===== config.mk =====
export PLATFORM = sky130hd
export DESIGN_NAME = instr_cache_refill
export DESIGN_NICKNAME = d
export VERILOG_FILES = /design/src/rtl/cache_pkg.sv /design/src/rtl/refill_line_buf.sv /design/src/rtl/instr_cache_refill.sv
export SDC_FILE = /design/constraint.sdc
export NUM_CORES = 1
export LEC_CHECK = 0
export BUFFER_PORTS_ARGS = -buffer_cell sky130_fd_sc_hd__buf_2
export CAP_MARGIN = 20
export CORE_AREA = 2 2 251 253
export CTS_BUF_LIST = sky130_fd_sc_hd__clkbuf_4 sky130_fd_sc_hd__clkbuf_8
export DETAILED_ROUTE_END_ITERATION = 12
export DIE_AREA = 0 0 253 255
export PLACE_DENSITY = 0.58
export SLEW_MARGIN = 20
export SYNTH_ARGS = -nofsm -noshare
export SYNTH_HDL_FRONTEND = slang
export SYNTH_SLANG_ARGS = --single-unit
export TNS_END_PERCENT = 100

===== constraint.sdc =====
create_clock -name clk -period 4.2 [get_ports clk]
set_input_delay 0.84 -clock clk [delete_from_list [all_inputs] [get_ports clk]]
set_output_delay 0.84 -clock clk [all_outputs]
set_load 0.1 [all_outputs]

===== src/rtl/cache_pkg.sv =====
// Shared constants and refill FSM state type for the instruction-cache refill engine.
package cache_pkg;

    localparam int unsigned BLOCK_WORDS = 16;
    localparam int unsigned SET_BITS    = 6;
    localparam int unsigned ADDR_WIDTH  = 32;
    localparam int unsigned OFFSET_BITS = $clog2(BLOCK_WORDS * 4);
    localparam int unsigned TAG_BITS    = ADDR_WIDTH - SET_BITS - OFFSET_BITS;

    typedef enum logic [2:0] {
        IDLE,
        REQ,
        FILL,
        WRITE,
        DRAIN
    } refill_state_t;

endpackage


===== src/rtl/refill_line_buf.sv =====
// Beat counter plus word-indexed line register for a cache refill.
module refill_line_buf #(
    parameter int unsigned BLOCK_WORDS = cache_pkg::BLOCK_WORDS
) (
    input  logic                      clk,
    input  logic                      reset,
    input  logic                      clear,
    input  logic                      beat_valid,
    input  logic                      wr_en,
    input  logic [31:0]               data,
    output logic                      last_beat,
    output logic [BLOCK_WORDS*32-1:0] line
);

    localparam int unsigned CNT_BITS = $clog2(BLOCK_WORDS);

    logic [CNT_BITS-1:0]       count_q;
    logic [BLOCK_WORDS*32-1:0] line_q;

    assign last_beat = beat_valid && (count_q == CNT_BITS'(BLOCK_WORDS - 1));
    assign line      = line_q;

    // Counter wraps naturally to 0 on the last beat.
    always_ff @(posedge clk or negedge reset) begin
        if (!reset) begin
            count_q <= '0;
        end else if (clear) begin
            count_q <= '0;
        end else if (beat_valid) begin
            count_q <= count_q + 1'b1;
        end
    end

    always_ff @(posedge clk or negedge reset) begin
        if (!reset) begin
            line_q <= '0;
        end else if (beat_valid && wr_en) begin
            line_q[32*int'(count_q) +: 32] <= data;
        end
    end

endmodule


===== src/rtl/instr_cache_refill.sv =====
// Instruction-cache line refill engine: block read, line assembly, one-cycle line write.
// Optional performance counters are enabled with `define REFILL_PERF_CNT_EN.
module instr_cache_refill #(
    parameter int unsigned BLOCK_WORDS = cache_pkg::BLOCK_WORDS,
    parameter int unsigned SET_BITS    = cache_pkg::SET_BITS,
    parameter int unsigned ADDR_WIDTH  = cache_pkg::ADDR_WIDTH
) (
    input  logic                  clk,
    input  logic                  reset,
    input  logic                  CacheMiss,
    input  logic                  CacheRepActive,
    input  logic [ADDR_WIDTH-1:0] PCF,
    input  logic                  Abort,
    output logic                  MemReq,
    output logic [ADDR_WIDTH-1:0] MemAddr,
    input  logic                  MemReqReady,
    input  logic                  MemRdValid,
    input  logic [31:0]           MemRdData,
    output logic                  RefillWrEn,
    output logic [SET_BITS-1:0]   RefillSet,
    output logic [ADDR_WIDTH-SET_BITS-$clog2(BLOCK_WORDS*4)-1:0] RefillTag,
    output logic [BLOCK_WORDS*32-1:0] RefillBlock,
    output logic                  RefillStall,
    output logic                  RefillDone
`ifdef REFILL_PERF_CNT_EN
    ,
    output logic [31:0]           RefillCount,
    output logic [31:0]           StallCycles
`endif
);

    import cache_pkg::*;

    localparam int unsigned OFF_BITS = $clog2(BLOCK_WORDS * 4);
    localparam int unsigned TAG_W    = ADDR_WIDTH - SET_BITS - OFF_BITS;

    refill_state_t                state_q, state_d;
    logic [ADDR_WIDTH-OFF_BITS-1:0] blk_q;
    logic [SET_BITS-1:0]          set_q;
    logic [TAG_W-1:0]             tag_q;
    logic                         start;
    logic                         buf_clear;
    logic                         beat_valid;
    logic                         buf_wr_en;
    logic                         last_beat;
    logic                         unused_pcf_offset;

    assign unused_pcf_offset = ^PCF[OFF_BITS-1:0];

    assign start      = (state_q == IDLE) && CacheMiss && CacheRepActive && !Abort;
    assign buf_clear  = (state_q == REQ) && MemReqReady;
    assign beat_valid = MemRdValid && ((state_q == FILL) || (state_q == DRAIN));
    assign buf_wr_en  = (state_q == FILL);

    always_ff @(posedge clk or negedge reset) begin
        if (!reset) begin
            state_q <= IDLE;
        end else begin
            state_q <= state_d;
        end
    end

    always_ff @(posedge clk or negedge reset) begin
        if (!reset) begin
            blk_q <= '0;
            set_q <= '0;
            tag_q <= '0;
        end else if (start) begin
            blk_q <= PCF[ADDR_WIDTH-1:OFF_BITS];
            set_q <= PCF[OFF_BITS+SET_BITS-1:OFF_BITS];
            tag_q <= PCF[ADDR_WIDTH-1:OFF_BITS+SET_BITS];
        end
    end

    always_comb begin
        state_d     = state_q;
        MemReq      = 1'b0;
        MemAddr     = '0;
        RefillWrEn  = 1'b0;
        RefillDone  = 1'b0;
        RefillStall = 1'b1;
        unique case (state_q)
            IDLE: begin
                RefillStall = start;
                if (start) begin
                    state_d = REQ;
                end
            end
            REQ: begin
                MemReq  = 1'b1;
                MemAddr = {blk_q, {OFF_BITS{1'b0}}};
                if (MemReqReady) begin
                    state_d = Abort ? DRAIN : FILL;
                end else if (Abort) begin
                    state_d = IDLE;
                end
            end
            FILL: begin
                // An abort coinciding with the final beat has nothing left to drain.
                if (last_beat) begin
                    state_d = Abort ? IDLE : WRITE;
                end else if (Abort) begin
                    state_d = DRAIN;
                end
            end
            WRITE: begin
                RefillWrEn = 1'b1;
                RefillDone = 1'b1;
                state_d    = IDLE;
            end
            DRAIN: begin
                if (last_beat) begin
                    state_d = IDLE;
                end
            end
            default: state_d = IDLE;
        endcase
    end

    refill_line_buf #(
        .BLOCK_WORDS(BLOCK_WORDS)
    ) u_line_buf (
        .clk       (clk),
        .reset     (reset),
        .clear     (buf_clear),
        .beat_valid(beat_valid),
        .wr_en     (buf_wr_en),
        .data      (MemRdData),
        .last_beat (last_beat),
        .line      (RefillBlock)
    );

    assign RefillSet = set_q;
    assign RefillTag = tag_q;

`ifdef REFILL_PERF_CNT_EN
    always_ff @(posedge clk or negedge reset) begin
        if (!reset) begin
            RefillCount <= '0;
            StallCycles <= '0;
        end else begin
            if (RefillDone && (RefillCount != '1)) begin
                RefillCount <= RefillCount + 32'd1;
            end
            if (RefillStall && (StallCycles != '1)) begin
                StallCycles <= StallCycles + 32'd1;
            end
        end
    end
`endif

endmodule


; Word-level counts from Yosys, hierarchy flattened
; Index checks and enable logic that the tools add are counted.
[op_classes]
n_eq_ne = 9
reduce_logical = 12
n_addsub = 2
n_mux = 16
n_shift = 2
[ops]
columns = op, n
row1 = $bwmux W512, 1
row2 = $shift A32 B33 Y512 const A, 1
row3 = $shiftx A32 B33 Y512, 1
row4 = $neg A9 Y33, 1
row5 = $mux W32, 1
row6 = $mux W3, 7
row7 = $pmux W3 S4, 1
row8 = $mux W4, 2
row9 = $logic_and A1 B1 Y1, 7
row10 = $eq A3 B2 Y1 const B, 2
row11 = $ne A3 B3 Y1 const B, 2
row12 = $add A4 B1 Y4 const B, 1
row13 = $eq A4 B4 Y1 const B, 1
row14 = $ne A2 B2 Y1 const B, 2
row15 = $reduce_and A4 Y1, 1
row16 = $eq A3 B1 Y1 const B, 1
row17 = $eq A3 B3 Y1 const B, 1
row18 = $logic_not A3 Y1, 1
row19 = $mux W1, 3
row20 = $mux W2, 1
row21 = $reduce_bool A2 Y1, 1
row22 = $logic_not A1 Y1, 1
row23 = $logic_or A1 B1 Y1, 1
[totals]
ff_bits = 571
output_inout_bits = 574
elab_cells = 47

; Logic depth before layout (Yosys ltp)
[logic_depth]
word_depth = 6
depth_mapped = 13
depth_no_buf = 6

; By module
; A second synthesis with hierarchy kept.
[unflattened]
cells_unflattened = 2041
hier_area_um2 = 22029.9
[modules_own_cells]
columns = module, cells_each, instances, area_per_inst_um2
row1 = refill_line_buf, 1923, 1, 20499.7
row2 = instr_cache_refill, 118, 1, 1530.2

; Worst setup path after synthesis
; Ideal clock, no wire load.
[synth_path]
path_type = input to output
from = input CacheRepActive
to = output RefillStall
arrival_ns = 2.993
path_stages = 2
slack_ns = 0.367
required_time_ns = 3.360
path_cell_list = nand2_1 -> o21ai_0
[synth_between]
elab_chain_len = 3
[synth_lines]
columns = element, line_no
row1 = "start, declared", instr_cache_refill.sv:11  ; input logic CacheRepActive,
row2 = $logic_and A1 B1 Y1 (2 in series), instr_cache_refill.sv:50  ; assign start = (state_q == IDLE) && CacheMiss && CacheRepActive && !Abort;
row3 = $mux W1, instr_cache_refill.sv:82  ; unique case (state_q)
row4 = "end, declared", instr_cache_refill.sv:23  ; output logic RefillStall,
; No other way between the ends.

; Final worst setup path
[layout_path]
from = register u_line_buf.count_q[0]
to = register u_line_buf.line_q[75], in the netlist u_line_buf.line[75]
[layout_between]
elab_chain_len = 3
elab_cells_between_ends = 4
[layout_lines]
columns = element, line_no
row1 = "start, declared", refill_line_buf.sv:17  ; logic [CNT_BITS-1:0] count_q;
row2 = "start signal, assigned", refill_line_buf.sv:30  ; count_q <= count_q + 1'b1;
row3 = $neg A9 Y33 (*), refill_line_buf.sv:38  ; line_q[32*int'(count_q) +: 32] <= data;
row4 = $shiftx A32 B33 Y512 / $shift A32 B33 Y512 (equally long branches), refill_line_buf.sv:38
row5 = $bwmux W512 (*), refill_line_buf.sv:38
row6 = "end signal, assigned by index", refill_line_buf.sv:38
row7 = "end, declared", refill_line_buf.sv:18  ; logic [BLOCK_WORDS*32-1:0] line_q;
; Every way passes the cells marked *; elsewhere a longest branch is shown, timed or not.
; A chain may end at the register's enable or synchronous reset.

==> impl_metrics.toml <==
[run_status]
status = "finished clean"

[floorplan]
io-pin-count = 645
fp-row-count = 92
coreArea_sq_mm = 0.0622
die_area_sq_mm = 0.0645
dieWidth_um = 253
start_util_pct = 37.2
die_h_um = 255

[yosys]
yosysUniqueCellTypes = 55
synthCells = 2098
netlist_area_sq_mm = 0.0231
synth_ff_type = "dfrtp_1"
synth_warnings = 0
synth_seq_cells = 545
synth-edff-count = 0
syn_avg_cell_area_sq_um = 11.0
ys_seq_area_share_pct = 58.9
async_flop_share_pct = 100

[global_routing]
grt_max_degree = 100
grt.overflow.total = 0
grt_pass1_vias = 18200
grt_pass1_wl_um = 123000
track_usage_pct = 25.9
antenna_found_initial = 3

[critical_path]
crit_chain = "buf_4 > o21ba_2 > o311a_2 > buf_4 > nand2_2 > mux2_4"
path_buf_inv = 2
end_kind = "register"
critPathRequiredTime_ns = 4.77
slowest_delay_ns = 0.71
path_class = "reg -> reg"
start_kind = "register"
arrival_ns = 4.09
critical-path-top-delay-family = "buffers and inverters"
cp_common_cell = "buf_4"
cp_slowest_cell = "nand2_2"
critPathMaxFanout = 59

[sta]
hold_ws_ns = 0.213
fmax_mhz = 284
final.setup.tns_ns = 0
post-route-min-period_ns = 3.52
final_max_slew_viol_count = 0
hold_viol_final = 0
worst_pin_slew_ns = 1.06
fin_crit_sh_pct = 83.9
setup_viol = 0
fin_ws_ns = 0.676
fin_skew_ns = 0.0388
slew_headroom_pct = 29.3
rsz0062_at_grt = "false"

[pwr]
powerDensity_mw_per_mm2 = 593
cell_internal_pwr_w = 0.00948
max-vdd-ir-drop_v = 0.000769
p_seq_share_pct = 33.9
power_switching_w = 0.00773
switching_share_pct = 44.9
clkPwrFrac_pct = 30.3
power.leakage_nw = 15.2
power.total_w = 0.0172
combPwrFrac_pct = 35.8

[route]
drtAntennaViolNets = 0
drt_wl_total_um = 86000
vias_per_cell = 5.24
dr.pass1.iters = 7
drt_iter0_markers = 1232
drc_errors = 0
vias = 18600
wl_per_cell_um = 24.2

[clock_network]
holdBufCountCts = 0
clk_path_buf_depth = 3
cts_sinks = 545
post_cts_buffers = 0
clk_latency_ns = 0.71
numCtsBuffers = 95
cts_max_level = 3
tritoncts = "done"
path_clk_slew_ns = 0.06
clockRootBuffer = "clkbuf_8"
ctsResizeCount = 0

[placed_design]
place_ws_ns = 0.490
gp_congestion = 0.820
io_buffers = 632
placed_cells = 3380
dp_hpwl_um = 57900

[job]
drv_cap = 0

[finish]
fin_nets = 2754
area_delta_synth_final_pct = 25.3
layoutNonFillerInstCount = 3554
drive_gt1_share_pct = 38.7

[worst_hold_path]
hp-class = "in -> async"
## metal layers
layer	GRT usage (%)	share of wire (%)	vias up
li1	-	-	8276
met1	33.1	41	9344
met2	42.8	48	799
met3	5.53	6.8	190
met4	10.5	3.8	2
met5	0	0.015	-
## placed cells by master (no fill, tap or decap), drive strengths merged, types with 6 or more instances in the layout
cell type / n
clkinv: 9
nor2: 18
dfrtp: 545
a21bo: 58
inv: 73
and3: 91
nand3: 78
nand2: 458
o21ai: 139
mux2i: 65
nor3: 8
nor4: 6
o31ai: 151
buf: 677
mux2: 129
nand2b: 6
conb: 6
and2: 27
clkbuf: 156
## cells in the mapped netlist (2+ instances only)
library cell	instances	share of area [%]
nor4_4	3	0.28
xnor2_1	4	0.15
nor3_1	7	0.15
a21oi_1	4	0.086
nor4_1	2	0.054
o21ai_0	139	3.0
inv_1	69	1.1
nor3b_1	3	0.097
nand3_1	78	1.7
nand4_1	5	0.14
buf_2	14	0.30
mux2i_1	65	2.8
nor2_1	18	0.29
a21bo_2	58	2.5
and3_1	91	2.5
and2_1	27	0.73
nor2b_1	2	0.054
or2_2	3	0.081
mux2_2	64	3.1
nand2b_1	6	0.16
buf_6	7	0.34
buf_4	18	0.58
o31ai_1	151	4.9
mux2_4	62	4.0
ha_1	5	0.27
clkbuf_1	152	2.5
nand2_1	457	7.4
buf_12	3	0.26
and4_1	5	0.19
mux2_1	3	0.15
dfrtp_1	545	59
buf_8	3	0.19
o2111ai_2	3	0.19
## flip-flops by register name, indices dropped and copies added (netlist names)
signal,cells
blk_q,26
state_q,3
u_line_buf.count_q,4
u_line_buf.line,512
## per-stage QoR
stage	util [%]	cell area (sq um)
floorplan	-	23200
global placement	43.4	27000
detailed placement	43.4	27000
CTS	46.7	29000
global route	46.7	29000
finish	46.7	29000
## worst paths after layout
kind                       slack (ns)             startpoint  cells after the start                    to
max                              0.68  u_line_buf.count_q[0]                      6   u_line_buf.line[75]
min                              0.21                  reset                      1  u_line_buf.line[282]
max reg2reg                      0.68  u_line_buf.count_q[0]                      6   u_line_buf.line[75]
min reg2reg                      0.47   u_line_buf.line[255]                      2  u_line_buf.line[255]
max in group asynchronous        2.80                  reset                      2             blk_q[13]
min in group clk                 0.37                PCF[22]                      2             blk_q[16]
## area by class of cell
type	count	area [sq um]
fillers	5896	33100
multi-input cells	1289	8410
flip-flops and latches	545	13600
diodes	3	7.51
clock inverters	15	126
repair buffers	677	3650
inverters	70	263
clock buffers	156	1920
well taps	799	1000
## power groups by stage
stage,Sequential [W],Clock [W],Combinational [W]
2_1_floorplan,0.00795,0,0.00231
3_3_place_gp,0.00590,0,0.00612
3_5_place_dp,0.00592,0,0.00617
4_1_cts,0.00584,0.00533,0.00618
5_1_grt,0.00588,0.00555,0.00645
6_report,0.00584,0.00522,0.00616
## logic make-up after synthesis
logic type      count (synthesis)  synth area share, %
compound gates                364                 11.0
xor+xnor                        6                0.292
fa+ha+maj                       5                0.270
buf+inv                       269                 5.32
flops                         545                 58.9
mux                           194                 10.1
other cells                     1               0.0162
simple gates                  714                 14.1
Power figures use the tool's default switching activity.
